File: src/rtl/spi_sram_ctrl.sv
// spi_sram_ctrl: Wishbone-style word port to an SPI (mode 0) serial SRAM.
// A request sends one command byte (0x02 write, 0x03 read), then the byte
// address MSB first, then the data bytes. Reads always move a full word.
// Writes move only the span of bytes between the lowest and highest
// selected byte.
// Optional build macro: SPI_SRAM_BYTESWAP_EN. When it is defined, byte
// offset k maps to lane k (little-endian). When it is not defined, byte
// offset k maps to lane 3-k (big-endian, the order the bytes travel on the wire).
module spi_sram_ctrl #(
    parameter int ADDR_W     = 14,
    parameter int ADDR_BYTES = 2,
    parameter int CLK_DIV    = 1,
    parameter int CSH_CYC    = 1
) (
    input  logic              clk,
    input  logic              rst_n,
    input  logic              cyc,
    input  logic [ADDR_W-1:0] adr,
    input  logic              we,
    input  logic [31:0]       dat_i,
    input  logic [3:0]        sel,
    output logic [31:0]       dat_o,
    output logic              ack,
    input  logic              spi_miso,
    output logic              spi_clk,
    output logic              spi_mosi,
    output logic              spi_cs_n
);

    localparam int BA_W     = 8 * ADDR_BYTES;
    localparam int HDR_BITS = 8 + BA_W;
    localparam int SH_W     = HDR_BITS + 32;

    localparam logic [2:0] S_IDLE  = 3'd0;
    localparam logic [2:0] S_CMD   = 3'd1;
    localparam logic [2:0] S_DATA  = 3'd2;
    localparam logic [2:0] S_ACK   = 3'd3;
    localparam logic [2:0] S_GUARD = 3'd4;

    localparam logic [8:0] HALF_LAST = 9'(CLK_DIV - 1);
    localparam logic [8:0] FULL_LAST = 9'(2 * CLK_DIV - 1);

    logic [2:0]      state;
    logic [8:0]      div_cnt;
    logic [6:0]      bit_cnt;
    logic [6:0]      nbits;
    logic [4:0]      grd_cnt;
    logic [SH_W-1:0] sh;
    logic [31:0]     rx;
    logic            we_q;

    logic [3:0]      off_sel;
    logic [31:0]     tx_word;
    logic [31:0]     rx_lanes;
    logic [1:0]      lo;
    logic [1:0]      hi;
    logic [1:0]      lo_eff;
    logic [2:0]      nbytes;
    logic [31:0]     tx_aligned;
    logic [BA_W-1:0] byte_addr;
    logic [SH_W-1:0] load;
    logic [6:0]      load_bits;

    // Map lanes to byte offsets, find the write span, and build the serial frame
    always_comb begin
`ifdef SPI_SRAM_BYTESWAP_EN
        off_sel  = sel;
        tx_word  = {dat_i[7:0], dat_i[15:8], dat_i[23:16], dat_i[31:24]};
        rx_lanes = {rx[7:0], rx[15:8], rx[23:16], rx[31:24]};
`else
        off_sel  = {sel[0], sel[1], sel[2], sel[3]};
        tx_word  = dat_i;
        rx_lanes = rx;
`endif
        // tx_word / rx hold byte offset 0 in bits [31:24]
        lo = off_sel[0] ? 2'd0 : off_sel[1] ? 2'd1 : off_sel[2] ? 2'd2 : 2'd3;
        hi = off_sel[3] ? 2'd3 : off_sel[2] ? 2'd2 : off_sel[1] ? 2'd1 : 2'd0;
        lo_eff     = we ? lo : 2'd0;
        nbytes     = we ? (3'(hi) - 3'(lo) + 3'd1) : 3'd4;
        tx_aligned = we ? (tx_word << {lo, 3'b000}) : 32'h0;
        byte_addr  = BA_W'({adr, 2'b00}) + BA_W'(lo_eff);
        load       = {(we ? 8'h02 : 8'h03), byte_addr, tx_aligned};
        load_bits  = 7'(HDR_BITS) + 7'({nbytes, 3'b000});
    end

    // Transaction FSM, SCK divider, and MOSI/MISO shifting
    always_ff @(posedge clk or negedge rst_n) begin
        if (!rst_n) begin
            state    <= S_IDLE;
            div_cnt  <= '0;
            bit_cnt  <= '0;
            nbits    <= '0;
            grd_cnt  <= '0;
            sh       <= '0;
            rx       <= '0;
            we_q     <= 1'b0;
            dat_o    <= '0;
            ack      <= 1'b0;
            spi_clk  <= 1'b0;
            spi_mosi <= 1'b0;
            spi_cs_n <= 1'b1;
        end else begin
            ack <= 1'b0;
            case (state)
                S_IDLE: begin
                    if (cyc) begin
                        we_q <= we;
                        if (we && (sel == 4'b0000)) begin
                            // Empty write: complete at once without touching the bus
                            state <= S_ACK;
                            ack   <= 1'b1;
                        end else begin
                            state    <= S_CMD;
                            spi_cs_n <= 1'b0;
                            spi_mosi <= load[SH_W-1];
                            sh       <= {load[SH_W-2:0], 1'b0};
                            nbits    <= load_bits;
                            div_cnt  <= '0;
                            bit_cnt  <= '0;
                        end
                    end
                end
                S_CMD, S_DATA: begin
                    // Rising SCK mid-bit; MISO is taken on this same edge
                    if (div_cnt == HALF_LAST) begin
                        spi_clk <= 1'b1;
                        rx      <= {rx[30:0], spi_miso};
                    end
                    if (div_cnt == FULL_LAST) begin
                        spi_clk <= 1'b0;
                        div_cnt <= '0;
                        bit_cnt <= bit_cnt + 7'd1;
                        if (bit_cnt == nbits - 7'd1) begin
                            state    <= S_ACK;
                            ack      <= 1'b1;
                            spi_cs_n <= 1'b1;
                            spi_mosi <= 1'b0;
                            if (!we_q) begin
                                dat_o <= rx_lanes;
                            end
                        end else begin
                            spi_mosi <= sh[SH_W-1];
                            sh       <= {sh[SH_W-2:0], 1'b0};
                            if (bit_cnt == 7'(HDR_BITS - 1)) begin
                                state <= S_DATA;
                            end
                        end
                    end else begin
                        div_cnt <= div_cnt + 9'd1;
                    end
                end
                S_ACK: begin
                    // The ACK cycle counts as the first CS-high cycle
                    state   <= S_GUARD;
                    grd_cnt <= 5'd2;
                end
                S_GUARD: begin
                    if (grd_cnt >= 5'(CSH_CYC)) begin
                        state <= S_IDLE;
                    end else begin
                        grd_cnt <= grd_cnt + 5'd1;
                    end
                end
                default: state <= S_IDLE;
            endcase
        end
    end

endmodule

File: config.mk
export PLATFORM = sky130hd
export DESIGN_NAME = spi_sram_ctrl
export DESIGN_NICKNAME = d
export VERILOG_FILES = /design/src/rtl/spi_sram_ctrl.sv
export SDC_FILE = /design/constraint.sdc
export NUM_CORES = 1
export LEC_CHECK = 0
export ABC_AREA = 1
export BUFFER_PORTS_ARGS = -buffer_cell sky130_fd_sc_hd__clkbuf_2
export CORE_MARGIN = 2
export CORE_UTILIZATION = 50
export DETAILED_ROUTE_END_ITERATION = 10
export PLACE_DENSITY = 0.8
export SYNTH_ARGS = -nofsm -noshare
export SYNTH_HDL_FRONTEND = slang
export SYNTH_SLANG_ARGS = --single-unit
File: constraint.sdc
create_clock -name clk -period 5.1 [get_ports clk]
set_input_delay 1.02 -clock clk [delete_from_list [all_inputs] [get_ports clk]]
set_output_delay 1.02 -clock clk [all_outputs]
set_load 0.1 [all_outputs]
# ---- Word-level counts from Yosys, hierarchy flattened
# Index checks and enable logic that the tools add are counted.
# Widths: inputs -> output; s select.
dict set report totals {
  regBits 156
  out_inout_bits 36
  elab_cells 108
}
dict set report classes {
  n_addsub 8
  n_lt_le_gt_ge 1
  eq_ne 15
  shift 1
  muxes 49
  bitwise 2
  n_reduce_logical 19
}
# operator n
set ops {}
lappend ops {{$mux 56} 4}
lappend ops {{$pmux 56 s2} 1}
lappend ops {{$mux 32} 1}
lappend ops {{$shl 32x5->32} 1}
lappend ops {{$mux 9} 3}
lappend ops {{$mux 7} 3}
lappend ops {{$mux 3} 6}
lappend ops {{$pmux 9 s2} 1}
lappend ops {{$mux 1} 17}
lappend ops {{$add 16x2->16} 1}
lappend ops {{$ne 2x2->1 const B} 7}
lappend ops {{$pmux 7 s2} 1}
lappend ops {{$mux 2} 6}
lappend ops {{$pmux 3 s4} 1}
lappend ops {{$reduce_and 4->1} 3}
lappend ops {{$pmux 5 s2} 1}
lappend ops {{$reduce_and 5->1} 2}
lappend ops {{$add 9x1->9 const B} 1}
lappend ops {{$eq 9x1->1 const B} 1}
lappend ops {{$logic_not 9->1} 1}
lappend ops {{$reduce_and 2->1} 4}
lappend ops {{$add 5x6->7 const A} 1}
lappend ops {{$add 7x1->7 const B} 1}
lappend ops {{$eq 7x5->1 const B} 1}
lappend ops {{19 further kinds} 26}

# ---- Longest topological paths before layout
dict set report logic_depth {
  depth_word 8
  mapped_depth 14
  mapped_depth_nobuf 12
}

# ---- Worst setup path after synthesis
# OpenSTA, ideal clock, no wires.
dict set report synth_path {
  path_type {input -> register}
  start {in sel[3]}
  end {reg sh[30]}
  setup_ns 0.065
  arrival_ns 2.597
  required_time_ns 5.035
  slack_ns 2.438
  stages 14
  n_path_buf 2
  path_cell_list {nor2_2 > clkbuf_1 > ha_1 > nand2_1 > nand2_1 > nand2_2 > nand2_4 > inv_4 > nand2_8 > inv_6 > nand2_8 > buf_12 > nand2_2 > nand2_1}
}
dict set report synth_via {
  elab_chain_len 6
  elab_cells_between_ends 10
}
# item line
set synth_lines {}
lappend synth_lines {{start: declaration} 21} ;# input logic [3:0] sel,
lappend synth_lines {{$mux 2} 76} ;# lo = off_sel[0] ? 2'd0 : off_sel[1] ? 2'd1 : off_sel[2] ? 2'd2 : 2'd3;
lappend synth_lines {{$shl 32x5->32} 80} ;# tx_aligned = we ? (tx_word << {lo, 3'b000}) : 32'h0;
lappend synth_lines {{$mux 32} 80}
lappend synth_lines {{$mux 56} 108} ;# if (we && (sel == 4'b0000)) begin
lappend synth_lines {{$mux 56} 106} ;# if (cyc) begin
lappend synth_lines {{$pmux 56 s2} 104} ;# case (state)
lappend synth_lines {{end signal: assignment} 116} ;# sh <= {load[SH_W-2:0], 1'b0};
lappend synth_lines {{end signal: assignment} 143} ;# sh <= {sh[SH_W-2:0], 1'b0};
lappend synth_lines {{end: declaration} 48} ;# logic [SH_W-1:0] sh;
# Several ways; a longest one is shown, not always the timed one. The select of a mux whose other input is x is not followed.
# A chain may end at the register's enable or synchronous reset.

# ---- Worst setup path after layout
dict set report layout_path {
  start {in sel[3]}
  end {reg sh[26]}
}
# The elaborated chain is that of the path after synthesis.

==> results.py <==
metrics = {
    "final_layout": {
        "fin_nets": 1132,
        "area_growth_pct": 11.5,
        "drive_above_1_share_pct": 22.9,
        "final_area_um2": 9080,
        "layout_commonest_cell": "nand2_1",
        "layout_common_cells": "nand2_1 (343), nand3_1 (154), dfrtp_1 (151)",
        "antenna_cells": 0,
    },
    "floorplanning": {
        "start_util_pct": 51.3,
        "core_um2": 15900,
        "die_area_um2": 17300,
        "dieWidth_um": 132,
        "rows": 46,
        "die_h_um": 132,
        "ios": 91,
    },
    "power_and_ir_drop": {
        "power_density_nw_per_um2": 597,
        "p_clk_share_pct": 22.3,
        "power_frac_seq_pct": 33.9,
        "peakVddDrop_mv": 0.415,
        "swShare_pct": 45.4,
        "power_switching_mw": 2.46,
        "p_leak_nw": 4.86,
        "comb_power_share_pct": 43.8,
        "intPower_mw": 2.96,
    },
    "setup_path": {
        "crit_buf_inv": 3,
        "cp.arrival_ns": 3.48,
        "crit_family": "simple AND/OR/NAND/NOR gates",
        "path_cells": "clkbuf_2, nor2_2, ha_1, nand2_1, nand2_1, nand2_2, nand2_4, inv_4, nand2_8, inv_6, nand2_8, nand2_1, nand2_1",
        "crit_type": "in -> reg",
        "crit_fanout": 62,
        "end_kind": "flop",
        "required_ns": 5.46,
        "startpoint_type": "primary input",
        "cp_common_cell": "nand2_1",
        "cp_slowest_cell": "nor2_2",
        "max_stage_delay_ns": 0.63,
    },
    "logic_synthesis": {
        "synth_top_area_share_pct": 46.4,
        "synth-seq-cells": 152,
        "netlist_area_um2": 8150,
        "synth_cell_types": 44,
        "synth-seq-area-share_pct": 46.7,
        "synth_cells": 1001,
        "yosys.area_share.simple_pct": 36.7,
        "synth.avg_cell_area_um2": 8.14,
        "synth_top_family_by_area": "simple AND/OR/NAND/NOR gates",
        "synth-adder-area-share_pct": 1.84,
        "synth_top_cells_by_area": "dfrtp_1 (46%), nand2_1 (16%), nand3_1 (9.5%)",
        "yosysTopAreaCell": "dfrtp_1",
        "syn_nets": 1068,
        "synth-xor-area-share_pct": 1.07,
        "synthMuxAreaShare_pct": 0,
        "yosysWarnings": 0,
        "synth_compound_area_share_pct": 5.96,
    },
    "clocking": {
        "clk_pin_slew_ns": 0.06,
        "cts_tree": "built",
        "htreeDepth": 4,
        "clock_sinks": 152,
        "cts_root_buf": "clkbuf_16",
        "cts_resized": 0,
        "postCtsHoldBufs": 0,
        "clockBufferDepth": 2,
        "clk_latency_ns": 0.42,
        "post-cts-setup-buffer-count": 0,
        "numCtsBuffers": 17,
    },
    "global_routing": {
        "grt_pass1_vias": 6384,
        "gr-total-overflow": 0,
        "grt_pass1_wl_um": 30400,
        "antenna_found_initial": 0,
        "grt_use_total_pct": 21.1,
        "grt_max_degree": 100,
    },
    "drt": {
        "dr_total_vias": 6757,
        "routed_wl_um": 17500,
        "drt_iter0_drc": 417,
        "first_pass_iters": 4,
        "routed_via_density": 5.22,
        "drc_errors": 0,
        "wire_per_inst_um": 13.5,
        "ant_nets": 0,
    },
    "timing": {
        "max_freq_mhz": 320,
        "tightest_slew_ns": 0.919,
        "fin_skew_ns": 0.00956,
        "slew_headroom_pct": 38.7,
        "rsz0062_at_grt": "no",
        "drv_slew": 0,
        "setup_tns_ns": 0,
        "finalSetupViolations": 0,
        "finalHoldViolations": 0,
        "layout_min_cycle_time_ns": 3.12,
        "post-route-period-util_pct": 61.2,
    },
    "status": {
        "status": "complete, no violations",
    },
    "worst_hold_path": {
        "worst_hold_path_type": "reg -> reg",
    },
    "placement": {
        "hpwlAfterDp_um": 11300,
        "place_area_um2": 8520,
        "place_congestion": 0.893,
        "io_buffers": 90,
    },
    "job": {
        "maxCapViolCount": 0,
    },
}
power groups by stage:
stage	logic (mW)	clock network (mW)	registers, mW
4_1_cts	2.39	1.23	1.83
5_1_grt	2.69	1.29	1.88
3_3_place_gp	2.32	0	1.84
6_report	2.38	1.21	1.84
3_5_place_dp	2.38	0	1.85
2_1_floorplan	2.21	0	1.84
logic make-up after synthesis:
| kind of cell | Yosys count |
|---|---|
| AND/OR/NAND/NOR | 639 |
| flip-flops | 152 |
| buffers and inverters | 110 |
| AO/OA/AOI/OAI | 78 |
| adder cells (fa/ha/maj) | 12 |
| XOR/XNOR | 10 |
cells in the mapped netlist, drive strengths merged:
| cell | count |
|---|---|
| nor3 | 2 |
| xor2 | 8 |
| nand4 | 10 |
| o21bai | 1 |
| a22o | 1 |
| a22oi | 1 |
| dfrtp | 151 |
| and2 | 7 |
| ha | 12 |
| o21ai | 42 |
| clkbuf | 7 |
| a31oi | 1 |
| or2 | 3 |
| a21oi | 26 |
| nand2 | 405 |
| buf | 43 |
| o22ai | 4 |
| o31ai | 2 |
| nand3b | 1 |
| nand3 | 157 |
| inv | 58 |
| dfstp | 1 |
| nor2 | 54 |
| clkinv | 2 |
| xnor2 | 2 |
final cells by class:
| type | count | area [µm²] |
|---|---|---|
| fillers | 1462 | 6800 |
| flip-flops and latches | 152 | 3800 |
| multi-input cells | 739 | 3720 |
| repair buffers | 95 | 494 |
| clock buffers | 17 | 425 |
| well taps | 216 | 270 |
| inverters | 60 | 233 |
| clock inverters | 15 | 141 |
per-layer routing:
layer  GRT usage (%)  part of all wire [%]  vias to the layer above
met1            28.8                    45                     3172
met2            33.9                    48                      201
li1                -                     -                     3348
met3            3.97                   4.6                       36
met5               0                     0                        -
met4            7.43                   2.0                        0
worst reg2reg max path, cell delays in order, from the launching register on:
cell and delay [ns]:
dfrtp_1 0.45, nand2_2 0.14, nand2_4 0.08, nor2_8 0.69
inv_2 0.51, nor2_8 0.51, nand2_4 0.32, nand2_1 0.19
nand2_1 0.07
sequential cells by signal, summed over array words and instances (netlist names), 3 cells and up:
signal,cells
sh,55
dat_o,32
rx,32
div_cnt,9
bit_cnt,7
grd_cnt,5
nbits,4
state,3
path summary, 6_finish.rpt:
check / startpoint / endpoint / slack [ns] / cells after the start
worst min register to register: spi_cs_n / spi_cs_n / 0.47 / 2
worst max register to register: state[0] / dat_o[16] / 2.03 / 8
worst min-delay path: spi_cs_n / spi_cs_n / 0.47 / 2
worst max-delay path: sel[3] / sh[26] / 1.98 / 13
min in group asynchronous: rst_n / grd_cnt[4] / 0.71 / 1
max in group asynchronous: rst_n / sh[51] / 3.44 / 2
stage by stage:
stage                     setup slack, ns  utilization, %  power [mW]  std cells  hold slack (ns)
after floorplan                      2.44               -        4.05       1001            0.447
after global placement               1.68            53.6        4.16       1262            0.455
after detailed placement             1.61            53.6        4.23       1262            0.459
after CTS                            2.02            57.2        5.46       1294            0.470
after global routing                 1.75            57.2        5.86       1294            0.494
final                                1.98            57.2        5.42       1294            0.470
No activity file was read; power rests on OpenSTA's default activity.
